===== config.mk =====
export PLATFORM = sky130hd
export DESIGN_NAME = bullet_fire_scheduler
export DESIGN_NICKNAME = d
export VERILOG_FILES = /design/src/rtl/bullet_fire_scheduler.sv
export SDC_FILE = /design/constraint.sdc
export NUM_CORES = 1
export LEC_CHECK = 0
export BUFFER_PORTS_ARGS = -buffer_cell sky130_fd_sc_hd__buf_4
export CAP_MARGIN = 20
export CELL_PAD_IN_SITES_DETAIL_PLACEMENT = 1
export CELL_PAD_IN_SITES_GLOBAL_PLACEMENT = 1
export CORE_MARGIN = 8
export CORE_UTILIZATION = 32
export CTS_CLUSTER_DIAMETER = 40
export DETAILED_ROUTE_END_ITERATION = 10
export PLACE_DENSITY_LB_ADDON = 0.1
export SLEW_MARGIN = 10
export SYNTH_ARGS = -nofsm -noshare
export SYNTH_HDL_FRONTEND = slang
export SYNTH_SLANG_ARGS = --single-unit

===== constraint.sdc =====
create_clock -name clk -period 2.56 [get_ports clk]
set_input_delay 0.256 -clock clk [delete_from_list [all_inputs] [get_ports clk]]
set_output_delay 0.256 -clock clk [all_outputs]
set_load 0.02 [all_outputs]

===== src/rtl/bullet_fire_scheduler.sv =====
// Fire scheduler for one player: gates shots on frame ticks via a READY/COOLDOWN/RELOAD FSM,
// allocates the lowest free bullet slot and counts hits. Optional macro: BULLET_DEFEND_RELOAD_EN.
module bullet_fire_scheduler #(
  parameter int NUM_SLOTS       = 4,
  parameter int MAX_AMMO        = 6,
  parameter int COOLDOWN_FRAMES = 8,
  parameter int RELOAD_FRAMES   = 60
) (
  input  logic                 clk,
  input  logic                 rst_n,
  input  logic                 frame_tick,
  input  logic                 attack,
  input  logic                 defend,
  input  logic [NUM_SLOTS-1:0] slot_busy,
  input  logic [NUM_SLOTS-1:0] slot_hit,
  output logic [NUM_SLOTS-1:0] launch,
  output logic [3:0]           ammo,
  output logic                 reloading,
  output logic                 cooling,
  output logic [7:0]           hit_count,
  output logic                 hit_pulse,
  output logic [1:0]           state_dbg
);

  typedef enum logic [1:0] {
    ST_READY    = 2'd0,
    ST_COOLDOWN = 2'd1,
    ST_RELOAD   = 2'd2
  } state_t;

  localparam logic [3:0] AMMO_FULL = 4'(MAX_AMMO);
  localparam logic [7:0] CD_LOAD   = 8'(COOLDOWN_FRAMES);
  localparam logic [7:0] RL_LOAD   = 8'(RELOAD_FRAMES);

  state_t               state_q, state_d;
  logic [7:0]           cnt_q, cnt_d;
  logic [3:0]           ammo_q, ammo_d;
  logic [NUM_SLOTS-1:0] launch_q, launch_d;
  logic [NUM_SLOTS-1:0] first_free;
  logic [7:0]           hit_count_q;
  logic                 hit_pulse_q;
  logic [3:0]           hit_sum;
  logic [8:0]           hit_total;
  logic                 fire_ok;
  logic                 early_rld;

  // Descending scan so the lowest free index is the last one written.
  always_comb begin
    first_free = '0;
    for (int i = NUM_SLOTS - 1; i >= 0; i--) begin
      if (!slot_busy[i]) begin
        first_free    = '0;
        first_free[i] = 1'b1;
      end
    end
  end

  assign fire_ok = frame_tick && (state_q == ST_READY) && attack && !defend &&
                   (ammo_q != 4'd0) && (slot_busy != {NUM_SLOTS{1'b1}});

`ifdef BULLET_DEFEND_RELOAD_EN
  assign early_rld = frame_tick && defend && (state_q != ST_RELOAD) && (ammo_q < AMMO_FULL);
`else
  assign early_rld = 1'b0;
`endif

  // State register with the datapath registers it owns.
  always_ff @(posedge clk or negedge rst_n) begin
    if (!rst_n) begin
      state_q  <= ST_READY;
      cnt_q    <= 8'd0;
      ammo_q   <= AMMO_FULL;
      launch_q <= '0;
    end else begin
      state_q  <= state_d;
      cnt_q    <= cnt_d;
      ammo_q   <= ammo_d;
      launch_q <= launch_d;
    end
  end

  // Next-state logic; nothing moves without a frame tick, so launch self-clears next cycle.
  always_comb begin
    state_d  = state_q;
    cnt_d    = cnt_q;
    ammo_d   = ammo_q;
    launch_d = '0;
    if (fire_ok) begin
      launch_d = first_free;
      ammo_d   = ammo_q - 4'd1;
      if (ammo_q == 4'd1) begin
        state_d = ST_RELOAD;
        cnt_d   = RL_LOAD;
      end else if (CD_LOAD == 8'd0) begin
        state_d = ST_READY;
      end else begin
        state_d = ST_COOLDOWN;
        cnt_d   = CD_LOAD;
      end
    end else if (early_rld) begin
      state_d = ST_RELOAD;
      cnt_d   = RL_LOAD;
    end else if (frame_tick) begin
      case (state_q)
        ST_COOLDOWN: begin
          if (cnt_q <= 8'd1) begin
            state_d = ST_READY;
            cnt_d   = 8'd0;
          end else begin
            cnt_d = cnt_q - 8'd1;
          end
        end
        ST_RELOAD: begin
          if (cnt_q <= 8'd1) begin
            state_d = ST_READY;
            cnt_d   = 8'd0;
            ammo_d  = AMMO_FULL;
          end else begin
            cnt_d = cnt_q - 8'd1;
          end
        end
        default: begin
          state_d = state_q;
        end
      endcase
    end
  end

  // Output decode from the state register.
  always_comb begin
    reloading = (state_q == ST_RELOAD);
    cooling   = (state_q == ST_COOLDOWN);
    state_dbg = state_q;
  end

  // Hit collection runs every cycle, independent of frame ticks.
  always_comb begin
    hit_sum = 4'd0;
    for (int i = 0; i < NUM_SLOTS; i++) begin
      hit_sum = hit_sum + 4'(slot_hit[i]);
    end
    hit_total = {1'b0, hit_count_q} + {5'd0, hit_sum};
  end

  always_ff @(posedge clk or negedge rst_n) begin
    if (!rst_n) begin
      hit_count_q <= 8'd0;
      hit_pulse_q <= 1'b0;
    end else begin
      hit_count_q <= hit_total[8] ? 8'hFF : hit_total[7:0];
      hit_pulse_q <= |slot_hit;
    end
  end

  assign launch    = launch_q;
  assign ammo      = ammo_q;
  assign hit_count = hit_count_q;
  assign hit_pulse = hit_pulse_q;

endmodule

==> impl_metrics.env <==
export IMPL_htreeDepth=1
export IMPL_num_nets_final=201
export IMPL_clock_fmax_mhz=430
export IMPL_portBuffers=33
export IMPL_ys_seq_area_share_pct=47.2
export IMPL_whs_ns=0.143
export IMPL_worst_setup_path_end_kind="flop"
export IMPL_dp_hpwl_um=2660
export IMPL_crit_path_start_kind="flop"
export IMPL_place_gp_congestion=0.739
export IMPL_die_height_um=83.0
export IMPL_n_fill_cell=493
export IMPL_synth_top_area_share_pct=43.6
export IMPL_drt_iter0_drc=26
export IMPL_critPathSlowestCell="or4bb_1"
export IMPL_dieArea_um2=6890
export IMPL_tightest_slew_ns=0.511
export IMPL_status="finished clean"
export IMPL_wl_per_cell_um=15.2
export IMPL_worstPathCellList="inv_1, ha_1, or4bb_1, or3_1, or3_1, a21oi_1"
export IMPL_path_class="flop to flop"
export IMPL_cts_sinks=27
export IMPL_crit_arrival_ns=2.53
export IMPL_core_region_area_um2=4350
export IMPL_grt_pass1_vias=1270
export IMPL_drc=0
export IMPL_grt_pass1_wl_um=5950
export IMPL_relSlewSlack_pct=65.7
export IMPL_drive_gt1_share_pct=26.9
export IMPL_fin_setup_tns_ns=0
export IMPL_clk_insertion_delay_late_ns=0.27
export IMPL_grt_use_total_pct=9.88
export IMPL_row_count=24
export IMPL_syn_area_per_cell_um2=10.4
export IMPL_area_delta_synth_final_pct=25.4
export IMPL_clk_pin_slew_ns=0.10
export IMPL_antenna_left=0
export IMPL_ys_async_sr_fraction_pct=100
export IMPL_post_route_util_pct=41.4
export IMPL_synth_seq_cells=27
export IMPL_hold_buffers=1
export IMPL_syn_area_um2=1440
export IMPL_pre_cts_ws_ns=0.212
export IMPL_vias=1156
export IMPL_drtPass1Iterations=4
export IMPL_finalSetupViolCount=0
export IMPL_post_cts_buffers=0
export IMPL_required_ns=2.76
export IMPL_post_cts_resized=0
export IMPL_layout_min_cycle_time_ns=2.33
export IMPL_drv_cap=0
export IMPL_cp_num_buf_inv=1
export IMPL_cellPowerDensity_nw_per_um2=1120
export IMPL_clockBufferDepth=2
export IMPL_io_pins=34
export IMPL_start_util_pct=33.0
export IMPL_cts_root_buf="clkbuf_8"
export IMPL_finalHoldViolCount=0
export IMPL_critPathMaxStageDelay_ns=0.59
export IMPL_routed_wl_um=3450
export IMPL_synth_cell_types=40
export IMPL_period_share_pct=90.8
export IMPL_die_w_um=83.0
export IMPL_cts_inserted_buffers=3
export IMPL_synth_top_flop_cell="dfrtp_1"
export IMPL_synth_area_leaders="dfrtp_1, ha_1, fa_1"
export IMPL_synth_cells=138
export IMPL_cts_tree="yes"
export IMPL_rsz0062_at_grt="false"
export IMPL_setup_ws_ns=0.234
export IMPL_num_antenna_cells=0
export IMPL_worst_path_max_fanout=5
export IMPL_antenna_found_initial=0
export IMPL_synth_warnings=0
export IMPL_p_leak_nw=0.859
export IMPL_grt_max_degree=28
export IMPL_syn_nets=163
export IMPL_grt_overflow=0
export IMPL_slew_violations=0
export IMPL_skew_ns=0.00373
export IMPL_cp_top_family="simple AND/OR/NAND/NOR gates"
export IMPL_hp_class="input pin to flop"
export IMPL_vdd_drop_max_mv=0.535
export IMPL_synth_largest_area_cell="dfrtp_1"
export IMPL_vias_per_cell=5.09
export IMPL_synth_edf_count=0
export IMPL_worst_path_most_repeated_cell="or3_1"
==> final timing paths <==
kind                              start         to  slack [ns]  cells after the start
min in group asynchronous         rst_n  hit_pulse        0.43                      2
min                        slot_busy[1]  launch[1]        0.14                      2
max in group asynchronous         rst_n    ammo[2]        1.82                      2
max reg2reg                state_dbg[0]   cnt_q[7]        0.23                      6
min reg2reg                     ammo[1]    ammo[1]        0.54                      1
max                        state_dbg[0]   cnt_q[7]        0.23                      6
==> cell usage in the layout (no fill, tap or decap), types with 2 or more instances in the layout <==
cell type,synthesis,layout
xnor2_1,2,2
dfstp_2,2,2
nor2_1,7,7
and3_1,3,3
a21oi_1,6,6
o21ai_0,6,6
ha_1,9,9
or3_2,2,2
nand2_1,12,12
clkbuf_8,0,3
fa_1,3,3
buf_4,0,33
o2111ai_1,2,2
dfrtp_1,25,25
or3_1,7,7
nand2b_1,2,2
xor2_1,2,2
nor3_1,2,2
nand3_1,7,7
inv_1,14,14
a31oi_1,4,4
==> worst reg2reg max path: stages, from the launching register on <==
cell and delay, ns:
dfrtp_1 0.41, inv_1 0.08, ha_1 0.35, or4bb_1 0.59
or3_1 0.37, or3_1 0.32, a21oi_1 0.14
==> through the flow <==
step	instances	power [W]	instance area, µm²
2_1_floorplan	138	0.00140	1440
3_3_place_gp	222	0.00175	1750
3_5_place_dp	222	0.00178	1750
4_1_cts	227	0.00205	1800
5_1_grt	227	0.00218	1800
6_report	227	0.00201	1800
==> flip-flops by register name, summed over array words and instances, names as in the netlist <==
register	cells
cnt_q	8
hit_count	8
launch	4
state_dbg	2
hit_pulse	1
ammo	4
==> synth_stat cells (2+ instances only) <==
| cell | number |
|---|---|
| fa_1 | 3 |
| xor2_1 | 2 |
| and3_1 | 3 |
| nand2_1 | 12 |
| o2111ai_1 | 2 |
| nand2b_1 | 2 |
| a31oi_1 | 4 |
| xnor2_1 | 2 |
| nor3_1 | 2 |
| nand3_1 | 7 |
| inv_1 | 14 |
| o21ai_0 | 6 |
| dfrtp_1 | 25 |
| or3_2 | 2 |
| dfstp_2 | 2 |
| nor2_1 | 7 |
| ha_1 | 9 |
| a21oi_1 | 6 |
| or3_1 | 7 |
==> where the power goes <==
part | switching, W | total (W) | internal, W
logic | 0.000517 | 0.000947 | 0.000431
clock network | 0.000134 | 0.000243 | 0.000109
registers | 0.000207 | 0.000819 | 0.000612
==> kinds of logic after synthesis <==
| group | count (synthesis) | share of synthesized area, % |
|---|---|---|
| buffers and inverters | 15 | 3.92 |
| adder cells (fa/ha/maj) | 12 | 12.0 |
| flip-flops | 27 | 47.2 |
| multiplexers | 2 | 1.48 |
| AO/OA/AOI/OAI | 24 | 10.8 |
| AND/OR/NAND/NOR | 54 | 22.1 |
| XOR/XNOR | 4 | 2.44 |
==> layout make-up <==
type                            instances  area (µm²)  area share (%)
Clock buffer                            3        41.3            2.29
Inverter                               14        52.6            2.92
Sequential cell                        27         678            37.6
Clock inverter                          1        5.00           0.278
Multi-Input combinational cell         96         702            39.0
Timing Repair Buffer                   34         258            14.3
Tap cell                               52        65.1            3.61
==> per-layer routing <==
metal | GRT usage (%) | vias to the layer above | share of wire (%)
li1 | - | 562 | -
met1 | 12.7 | 568 | 47
met2 | 16.0 | 24 | 48
met3 | 2.54 | 2 | 4.8
met4 | 2.40 | 0 | 0.70
met5 | 0 | - | 0
No activity file was read; power rests on OpenSTA's default activity.
